$ cat src/rtl/perceptron_pkg.sv
// perceptron_pkg: shared types and default sizing for the perceptron loader and training core.
//   state_t  - loader sequencing states
//   sample_t - one training sample at the default sizing {features, label}
package perceptron_pkg;
    localparam int INP_DIM_DEF = 2;
    localparam int N_SAMPLES_DEF = 3;
    localparam int DATA_W_DEF = 4;
    typedef enum logic [1:0] {LOAD, READY, RUN, DONE} state_t;
    typedef struct packed {
        logic [INP_DIM_DEF*DATA_W_DEF-1:0] features;
        logic                              label;
    } sample_t;
endpackage

$ cat src/rtl/sample_store.sv
// sample_store: training-set register array, written one byte at a time, read by sample index.
//   clk       - clock (storage is not reset)
//   we        - write strobe for one byte
//   widx      - sample being written
//   fidx      - feature slot within that sample
//   is_label  - byte is the label (stores wdata[0]) rather than a feature
//   wdata     - truncated byte
//   ridx      - sample to read; rx/ry are its features/label
module sample_store
    import perceptron_pkg::*;
#(
    parameter int INP_DIM = INP_DIM_DEF,
    parameter int N_SAMPLES = N_SAMPLES_DEF,
    parameter int DATA_W = DATA_W_DEF,
    localparam int IW = N_SAMPLES > 1 ? $clog2(N_SAMPLES) : 1,
    localparam int PW = $clog2(INP_DIM + 1)
) (
    input  logic                      clk,
    input  logic                      we,
    input  logic [IW-1:0]             widx,
    input  logic [PW-1:0]             fidx,
    input  logic                      is_label,
    input  logic [DATA_W-1:0]         wdata,
    input  logic [IW-1:0]             ridx,
    output logic [INP_DIM*DATA_W-1:0] rx,
    output logic                      ry
);
    // Same layout as sample_t, sized by this instance's parameters.
    typedef struct packed {
        logic [INP_DIM*DATA_W-1:0] features;
        logic                      label;
    } entry_t;
    entry_t mem [N_SAMPLES];
    always_ff @(posedge clk) begin
        if (we && is_label) mem[widx].label <= wdata[0];
        else if (we) mem[widx].features[fidx*DATA_W +: DATA_W] <= wdata;
    end
    assign rx = mem[ridx].features;
    assign ry = mem[ridx].label;
endmodule

$ cat src/rtl/perceptron_sample_loader.sv
// perceptron_sample_loader: byte-serial training-set loader and epoch replay sequencer.
//   clk, rst (async, active-high)
//   wr_valid/wr_data/wr_ready       - byte load port (features then label per sample)
//   load, start, stop               - reload, begin replay, early stop (converged)
//   smp_valid/smp_ready/smp_x/smp_y/smp_last - sample stream to the training core
//   epoch_done, busy, err           - epoch pulse, replay active, sticky malformed-byte flag
// Optional: PERCEPTRON_LOADER_ERRCHK_EN enables out-of-range byte detection on err.
module perceptron_sample_loader
    import perceptron_pkg::*;
#(
    parameter int INP_DIM = INP_DIM_DEF,
    parameter int N_SAMPLES = N_SAMPLES_DEF,
    parameter int DATA_W = DATA_W_DEF,
    parameter int EPOCHS = 8
) (
    input  logic                      clk,
    input  logic                      rst,
    input  logic                      wr_valid,
    input  logic [7:0]                wr_data,
    output logic                      wr_ready,
    input  logic                      load,
    input  logic                      start,
    input  logic                      stop,
    output logic                      smp_valid,
    input  logic                      smp_ready,
    output logic [INP_DIM*DATA_W-1:0] smp_x,
    output logic                      smp_y,
    output logic                      smp_last,
    output logic                      epoch_done,
    output logic                      busy,
    output logic                      err
);
    localparam int TOTAL = N_SAMPLES * (INP_DIM + 1);
    localparam int BW = $clog2(TOTAL + 1);
    localparam int IW = N_SAMPLES > 1 ? $clog2(N_SAMPLES) : 1;
    localparam int EW = $clog2(EPOCHS + 1);
    localparam int PW = $clog2(INP_DIM + 1);
    state_t state, state_nxt;
    logic [BW-1:0] bcnt;
    logic [PW-1:0] pos;
    logic [IW-1:0] widx, idx, idx_nxt;
    logic [EW-1:0] epoch;
    logic [INP_DIM*DATA_W-1:0] rd_x;
    logic rd_y, we, is_label, hs, go, wrap, fin, present;
    assign we = wr_valid && wr_ready && !load;
    assign is_label = pos == PW'(INP_DIM);
    assign hs = smp_valid && smp_ready;
    assign go = start && (state == READY || state == DONE);
    assign wrap = idx == IW'(N_SAMPLES - 1);
    assign fin = hs && wrap && epoch == EW'(EPOCHS - 1);
    assign busy = state == RUN;
    // Present a sample whenever RUN continues into the next cycle; the first RUN
    // cycle after start has smp_valid low and fills the output registers.
    assign present = state == RUN && state_nxt == RUN;
    always_ff @(posedge clk or posedge rst) begin
        if (rst) state <= LOAD;
        else state <= state_nxt;
    end
    always_comb begin
        state_nxt = load ? LOAD :
                    (state == LOAD && we && bcnt == BW'(TOTAL - 1)) ? READY :
                    go ? RUN :
                    (state == RUN && (stop || fin)) ? DONE : state;
        idx_nxt = go ? '0 : !hs ? idx : wrap ? '0 : idx + 1'b1;
    end
    always_ff @(posedge clk or posedge rst) begin
        if (rst) begin
            wr_ready <= 1'b1;
            smp_valid <= 1'b0;
            smp_x <= '0;
            smp_y <= 1'b0;
            smp_last <= 1'b0;
            epoch_done <= 1'b0;
            bcnt <= '0;
            pos <= '0;
            widx <= '0;
            idx <= '0;
            epoch <= '0;
        end else begin
            wr_ready <= state_nxt == LOAD;
            smp_valid <= present;
            epoch_done <= hs && wrap && !load;
            idx <= idx_nxt;
            epoch <= go ? '0 : (hs && wrap) ? epoch + 1'b1 : epoch;
            if (load) begin
                bcnt <= '0;
                pos <= '0;
                widx <= '0;
            end else if (we) begin
                bcnt <= bcnt + 1'b1;
                pos <= is_label ? '0 : pos + 1'b1;
                widx <= widx + IW'(is_label);
            end
            // Output registers only move on a handshake or the initial fill, so
            // they hold steady under backpressure.
            if (present && (hs || !smp_valid)) begin
                smp_x <= rd_x;
                smp_y <= rd_y;
                smp_last <= idx_nxt == IW'(N_SAMPLES - 1);
            end
        end
    end
`ifdef PERCEPTRON_LOADER_ERRCHK_EN
    logic bad;
    assign bad = is_label ? (wr_data > 8'd1) : ((wr_data >> DATA_W) != 8'd0);
    always_ff @(posedge clk or posedge rst) begin
        if (rst) err <= 1'b0;
        else if (load) err <= 1'b0;
        else if (we && bad) err <= 1'b1;
    end
`else
    logic unused_wr_bits;
    assign unused_wr_bits = ^wr_data;
    assign err = 1'b0;
`endif
    sample_store #(
        .INP_DIM(INP_DIM),
        .N_SAMPLES(N_SAMPLES),
        .DATA_W(DATA_W)
    ) u_store (
        .clk(clk),
        .we(we),
        .widx(widx),
        .fidx(pos),
        .is_label(is_label),
        .wdata(wr_data[DATA_W-1:0]),
        .ridx(idx_nxt),
        .rx(rd_x),
        .ry(rd_y)
    );
endmodule

$ cat config.mk
export PLATFORM = sky130hd
export DESIGN_NAME = perceptron_sample_loader
export DESIGN_NICKNAME = d
export VERILOG_FILES = /design/src/rtl/perceptron_pkg.sv /design/src/rtl/sample_store.sv /design/src/rtl/perceptron_sample_loader.sv
export SDC_FILE = /design/constraint.sdc
export NUM_CORES = 1
export LEC_CHECK = 0
export BUFFER_PORTS_ARGS = -buffer_cell sky130_fd_sc_hd__clkbuf_2
export CAP_MARGIN = 20
export CORE_UTILIZATION = 52
export CTS_CLUSTER_SIZE = 24
export DETAILED_ROUTE_END_ITERATION = 12
export GPL_ROUTABILITY_DRIVEN = 0
export PLACE_DENSITY = 0.75
export SYNTH_ARGS = -nofsm -noshare
export SYNTH_HDL_FRONTEND = slang
export SYNTH_SLANG_ARGS = --single-unit
$ cat constraint.sdc
create_clock -name clk -period 1.6 [get_ports clk]
set_input_delay 0.24 -clock clk [delete_from_list [all_inputs] [get_ports clk]]
set_output_delay 0.24 -clock clk [all_outputs]
set_load 0.03 [all_outputs]
==> impl_metrics.py, run 1 <==
metrics = {
    "synth": {
        "synth-edff-count": 27,
        "netlist_instances": 247,
        "synth_ff_type": "dfrtp_1",
        "yosysTopAreaCell": "edfxtp_1",
        "yosysWarnings": 0,
        "yosysUniqueCellTypes": 44,
        "synth_fp_nets": 271,
        "yosys-top-cells-area": "edfxtp_1, dfrtp_1, nor2_1",
        "netlist.area_leader.share": 0.294,
        "synth_area_mm2": 0.00276,
        "synth.yosys.seq_area_share": 0.558,
        "synth.ff_latch_count": 56,
        "avgSynthCellArea_um2": 11.2,
        "synthArstFlopShare": 0.518,
    },
    "cells_and_area": {
        "final_util": 0.624,
        "final_common_cell": "nor2_1",
        "synthToLayoutAreaGrowth_pct": 15.5,
        "num_antenna_cells": 0,
        "stdcell_count": 358,
        "multi_input_area_mm2": 0.00114,
        "seqCellArea_mm2": 0.00154,
        "fillers": 417,
        "nNetsFinal": 311,
        "final_cell_mix": "nor2_1, edfxtp_1, dfrtp_1",
        "post_route_cells_drive_above_1_share": 0.281,
    },
    "floorplanning": {
        "start_util": 0.540,
        "ios": 30,
        "dieArea_mm2": 0.00560,
        "fp.dieH_um": 74.8,
        "rows": 26,
        "core_area_mm2": 0.00511,
        "die_width_um": 74.8,
    },
    "clock_network": {
        "cts_tree": "built",
        "cts_buffers": 5,
        "cts-root-buf": "clkbuf_8",
        "path_clk_slew_ns": 0.09,
        "cts.sinks": 56,
        "clockBufferDepth": 2,
        "insertion_delay_ns": 0.31,
        "post_cts_buffers": 0,
        "htree_num_levels": 2,
    },
    "setup_path": {
        "critPathArrivalTime_ns": 1.73,
        "cpPeakStageDelay_ns": 0.48,
        "worstSetupStartpointType": "flop",
        "worstPathRequired_ns": 1.82,
        "cp_cell_sequence": "nand2_1 > and3b_2 > a211o_1 > o31ai_2",
        "path_class": "flop to flop",
        "crit_fanout": 9,
        "slowest_stage": "dfrtp_2",
        "endpoint_kind": "flop",
    },
    "routing": {
        "wirelength_um": 4980,
        "routedWlPerCell_um": 13.9,
        "viasPerCell": 5.31,
        "drc_errors": 0,
        "drtAntennaViolNets": 0,
        "dr.pass1.iters": 4,
        "vias": 1900,
        "drt_iter0_drc": 69,
    },
    "power": {
        "power_switching_share": 0.228,
        "p_clk_frac": 0.305,
        "powerDensity_mw_per_mm2": 774,
        "seqPwrFrac": 0.627,
        "internal_power_uw": 1900,
        "vdd_drop_max_mv": 0.509,
        "p_leak_uw": 0.00143,
        "comb_power_share": 0.068,
        "p_sw_uw": 562,
        "power.total_uw": 2470,
    },
    "flow_run": {
        "maxCapViolCount": 0,
    },
    "timing": {
        "post-route-period-util": 0.943,
        "hold_viol_final": 0,
        "setup_tns_ns": 0,
        "setup_viol_count_final": 0,
        "drv_slew": 0,
        "max_freq_mhz": 663,
        "setup_ws_ns": 0.0911,
        "period_needed_ns": 1.51,
        "finClkSkew_ns": 0.00675,
        "rsz0062_at_grt": "yes",
    },
    "global_route": {
        "grt_pass1_vias": 1877,
        "overflow": 0,
        "antenna_found_initial": 0,
        "track_usage": 0.198,
        "grt_start_max_net_pins": 30,
        "grt_pass1_wl_um": 8250,
    },
    "hold_path": {
        "hold_class": "input port to flop",
    },
    "run_status": {
        "status": "complete, no violations",
    },
    "placed_design": {
        "dp_slack_ns": -0.0878,
        "post-place-cells": 348,
        "hpwlAfterDp_um": 3690,
        "numPortBuffers": 24,
    },
}
Yosys cell counts, drive strengths merged, types with 6 or more instances:
cell / instances
inv: 10
nand2: 17
a211o: 10
buf: 9
nor2: 37
nor3: 13
o22ai: 9
o21ai: 12
edfxtp: 27
and2: 6
dfrtp: 28
clkbuf: 6
o31ai: 10
a21oi: 7
ha: 9
critical path: cells and delay by family (launching register included):
| kind | cells | cell delay [ns] |
|---|---|---|
| DFF | 1 | 0.48 |
| AOI/OAI and AO/OA | 2 | 0.53 |
| and+or+nand+nor | 2 | 0.41 |
state kept, by name, summed over array words and instances, names as in the netlist:
| signal | count |
|---|---|
| bcnt | 4 |
| epoch | 4 |
| epoch_done | 1 |
| idx | 2 |
| pos | 2 |
| smp_last | 1 |
| smp_valid | 1 |
| smp_x | 8 |
| smp_y | 1 |
| state | 2 |
| u_store.mem | 27 |
| widx | 2 |
| wr_ready | 1 |
final cells by class:
class	count	area share
Sequential cell	56	0.484
Multi-Input combinational cell	167	0.357
Timing Repair Buffer	47	0.0927
Tap cell	70	0.0275
Clock buffer	5	0.0216
Inverter	10	0.0118
Clock inverter	3	0.00589
per-layer routing:
layer	up-vias	routed length, µm	track usage
met5	-	0	0
met4	0	44	0.0503
met3	6	206	0.0495
met2	49	2550	0.348
met1	893	2180	0.243
li1	952	-	-
through the flow:
stage | hold slack, ns | cell area, µm²
finish | 0.182 | 3190
global route | 0.184 | 3190
CTS | 0.172 | 3150
detailed placement | 0.318 | 3050
global placement | 0.309 | 3050
floorplan | 0.303 | 2770
cell families (layout without fill, tap and decap cells):
family,Yosys count,after routing,share of synthesized area
AO/OA/AOI/OAI,54,54,0.154
XOR/XNOR,6,6,0.0191
adder cells (fa/ha/maj),9,9,0.0408
buffers and inverters,25,65,0.0490
flip-flops,56,56,0.558
multiplexers,1,1,0.00363
other,1,1,0.00136
AND/OR/NAND/NOR,95,96,0.175
power by group through the flow:
stage / logic (µW) / registers [µW] / clock network [µW]
3_5_place_dp: 162 / 1580 / 0
5_1_grt: 192 / 1550 / 832
2_1_floorplan: 102 / 1580 / 0
4_1_cts: 168 / 1550 / 767
6_report: 168 / 1550 / 751
3_3_place_gp: 156 / 1580 / 0
final timing paths:
check                                startpoint                          end  slack (ns)  cells past startpoint
setup / recovery            smp_valid$_DFF_PP0_         smp_x[4]$_DFFE_PP0P_        0.09                      4
hold / removal                       wr_data[0]  u_store.mem[2][0]$_DFFE_PP_        0.18                      1
setup reg to reg            smp_valid$_DFF_PP0_         smp_x[4]$_DFFE_PP0P_        0.09                      4
hold reg to reg            smp_last$_DFFE_PP0P_         smp_last$_DFFE_PP0P_        0.51                      2
max in group asynchronous                   rst           wr_ready$_DFF_PP1_        0.76                      4
min in group asynchronous                   rst         epoch_done$_DFF_PP0_        0.53                      4
what timing repair did:
action / CTS / global route
pin swaps: 0 / 6
setup endpoints to repair: 16 / 35
gates cloned: 0 / 1
hold buffers: 1 / 0
resized for setup: 3 / 9
endpoints found under the hold margin: 28 / 0
Note: power is estimated with default switching activity, not from simulation.
==> run 2: changes to the inputs <==
--- a/config.mk
+++ b/config.mk
@@ -5,13 +5,14 @@
 export SDC_FILE = /design/constraint.sdc
 export NUM_CORES = 1
 export LEC_CHECK = 0
+export ABC_AREA = 1
 export BUFFER_PORTS_ARGS = -buffer_cell sky130_fd_sc_hd__clkbuf_2
 export CAP_MARGIN = 20
 export CORE_UTILIZATION = 52
 export CTS_CLUSTER_SIZE = 24
 export DETAILED_ROUTE_END_ITERATION = 12
 export GPL_ROUTABILITY_DRIVEN = 0
-export PLACE_DENSITY = 0.75
+export PLACE_DENSITY = 0.84
 export SYNTH_ARGS = -nofsm -noshare
 export SYNTH_HDL_FRONTEND = slang
 export SYNTH_SLANG_ARGS = --single-unit
==> run 2 against run 1 <==
  * Fmax shrank 4.4%
  * Utilization increased by 4.3 points
  * Clock skew up 0.0021 ns
  * Non-clock buffer count decreased by 4
  * Via count grew 7.1%
  * Worst setup slack got worse by 0.069 ns
  * Synthesized cell count grew 19%
  * Clock power fell by 0.9%
  * Final cell count increased by 15%
  * Area after synthesis decreased by 3.2%
  * Power is 18% higher
  * Critical path type unchanged
  * Critical endpoint is now smp_x[5]$_DFFE_PP0P_
  * Largest cell class unchanged
==> impl_metrics.py, run 2 <==
metrics = {
    "run_status": {
        "status": "complete, no violations",
    },
    "setup_path": {
        "endpoint_kind": "flop",
        "reg2reg_to": "smp_x[5]$_DFFE_PP0P_",
        "worstSetupStartpointType": "flop",
        "r2r_cells": 8,
        "reg2reg_from": "wr_ready$_DFF_PP1_",
        "critPathArrivalTime_ns": 1.84,
        "crit_fanout": 5,
        "worstPathRequired_ns": 1.86,
        "reg2reg_slack_ns": 0.02,
        "crit_path_start": "wr_ready$_DFF_PP1_",
        "path_class": "flop to flop",
    },
    "timing": {
        "max_freq_mhz": 634,
        "period_needed_ns": 1.58,
        "hold_viol_final": 0,
        "post-route-period-util": 0.987,
        "setup_viol_count_final": 0,
        "rsz0062_at_grt": "yes",
        "finClkSkew_ns": 0.00881,
        "setup_ws_ns": 0.0216,
        "drv_slew": 0,
    },
    "power": {
        "powerDensity_mw_per_mm2": 903,
        "vdd_drop_max_mv": 0.633,
        "power.total_uw": 2900,
        "p_leak_uw": 0.00155,
    },
    "cells_and_area": {
        "final_common_cell": "nand2_1",
        "largest_reg_flops": 27,
        "synthToLayoutAreaGrowth_pct": 20.3,
        "post_route_cells_drive_above_1_share": 0.248,
        "num_antenna_cells": 0,
        "nNetsFinal": 366,
        "final_util": 0.666,
        "final_cell_mix": "nand2_1, inv_1, nor2_1",
        "multi_input_area_mm2": 0.00103,
        "fillers": 375,
        "top_regs": "u_store.mem x27, smp_x x8",
        "seqCellArea_mm2": 0.00154,
        "top_register": "u_store.mem",
    },
    "hold_path": {
        "worstHoldEndpoint": "u_store.mem[0][0]$_DFFE_PP_",
        "min_from": "wr_data[0]",
        "hold_class": "input port to flop",
        "whs_path_depth": 1,
    },
    "synth": {
        "synth-edff-count": 27,
        "yosys-top-cells-area": "edfxtp_1, dfrtp_1, nand2_1",
        "yosysTopAreaCell": "edfxtp_1",
        "yosysUniqueCellTypes": 24,
        "synth.ff_latch_count": 56,
        "netlist_instances": 295,
        "synth.yosys.seq_area_share": 0.576,
        "yosysWarnings": 0,
        "synth_ff_type": "dfrtp_1",
        "netlist.area_leader.share": 0.304,
        "synth_fp_nets": 319,
        "avgSynthCellArea_um2": 9.05,
        "synthArstFlopShare": 0.518,
        "yosys-top-cells-count": "nand2_1, inv_1, nor2_1",
        "yosysMostFrequentCell": "nand2_1",
        "synth_area_mm2": 0.00267,
    },
    "clock_network": {
        "cts_buffers": 5,
        "insertion_delay_ns": 0.31,
        "cts_tree": "built",
        "htree_num_levels": 2,
        "cts.sinks": 56,
        "clockBufferDepth": 2,
        "path_clk_slew_ns": 0.10,
        "cts-root-buf": "clkbuf_8",
    },
    "floorplanning": {
        "core_area_mm2": 0.00482,
        "rows": 25,
        "die_width_um": 73.6,
        "dieArea_mm2": 0.00542,
        "fp.dieH_um": 73.6,
        "ios": 30,
        "start_util": 0.554,
    },
    "routing": {
        "viasPerCell": 4.96,
        "wirelength_um": 5200,
        "drtAntennaViolNets": 0,
        "dr.pass1.iters": 4,
        "routedWlPerCell_um": 12.7,
        "drt_iter0_drc": 138,
        "drc_errors": 0,
        "vias": 2035,
    },
    "global_route": {
        "overflow": 0,
        "grt_start_max_net_pins": 30,
        "grt_pass1_vias": 1875,
        "antenna_found_initial": 0,
        "grt_pass1_wl_um": 7920,
        "track_usage": 0.196,
    },
    "flow_run": {
        "maxCapViolCount": 0,
    },
    "placed_design": {
        "dp_slack_ns": 0.00122,
        "hpwlAfterDp_um": 3550,
        "numPortBuffers": 24,
    },
}
run 2: changes by cell type in the layout (fill, tap and decap cells not counted), sizes merged, moves of 6 or more:
cell	delta
nand2	+57
nand3	+27
nor3	-11
nand4	+9
o31ai	-10
and2	-6
o22ai	-9
a211o	-10
inv	+40
run 2: logic make-up (layout without fill, tap and decap cells):
kind of cell	Yosys count	in the layout	synth area share
fa+ha+maj	9	9	0.0422
compound gates	19	19	0.0366
simple gates	154	156	0.257
buf+inv	56	102	0.0863
other cells	1	1	0.00141
flops	56	56	0.576
run 2: worst max-delay path by stage:
stage	endpoint	slack [ns]	cells after the start
2_1_floorplan	u_store.mem[2][1]$_DFFE_PP_	0.01	4
3_3_place_gp	smp_x[7]$_DFFE_PP0P_	0.05	11
3_5_place_dp	smp_x[4]$_DFFE_PP0P_	0.001	11
4_1_cts	smp_x[5]$_DFFE_PP0P_	0.01	10
5_1_grt	smp_x[6]$_DFFE_PP0P_	-0.07	10
6_report	smp_x[5]$_DFFE_PP0P_	0.02	8
run 2: routing by layer:
metal	wire length, µm	track usage	up-vias
li1	-	-	1039
met4	113	0.0833	0
met5	0	0	-
met2	2640	0.345	54
met3	213	0.0329	9
met1	2230	0.238	933
run 2: area by class of cell:
class                           count  area share
Clock inverter                      2     0.00351
Timing Repair Buffer               43      0.0865
Sequential cell                    56       0.479
Inverter                           51      0.0608
Multi-Input combinational cell    185       0.321
Tap cell                           67      0.0261
Clock buffer                        6      0.0226
run 2: report_power, final:
group          switching [µW]  leakage, µW  internal, µW
logic                     340     0.000878           195
clock network             439    0.0000388           305
registers                35.6     0.000635          1580
run 2: per-stage QoR:
step                      hold WS (ns)  setup TNS (ns)  instance area (µm²)  cells
after floorplan                  0.306               0                 2670    295
after global placement           0.310               0                 2930    394
after detailed placement         0.307               0                 2930    394
final                            0.175               0                 3210    410
after CTS                        0.162               0                 3030    403
after global routing             0.158          -0.726                 3210    410
run 2: critical path, stage by stage, from the launching register on:
cell,delay (ns)
dfstp_2,0.56
nand2_4,0.06
nor2_4,0.16
nand4_1,0.16
nand3_4,0.15
clkinvlp_4,0.16
nand3_4,0.13
nand2_1,0.08
nand2_1,0.06
run 2: what timing repair did:
| item | 4_1_cts | 5_1_grt |
|---|---|---|
| endpoints found under the hold margin | 28 | 0 |
| setup endpoints to repair | 10 | 14 |
| setup buffers | 0 | 5 |
| gates cloned | 0 | 2 |
| gates resized for setup | 1 | 27 |
| pin swaps | 0 | 12 |
| hold buffers | 1 | 0 |
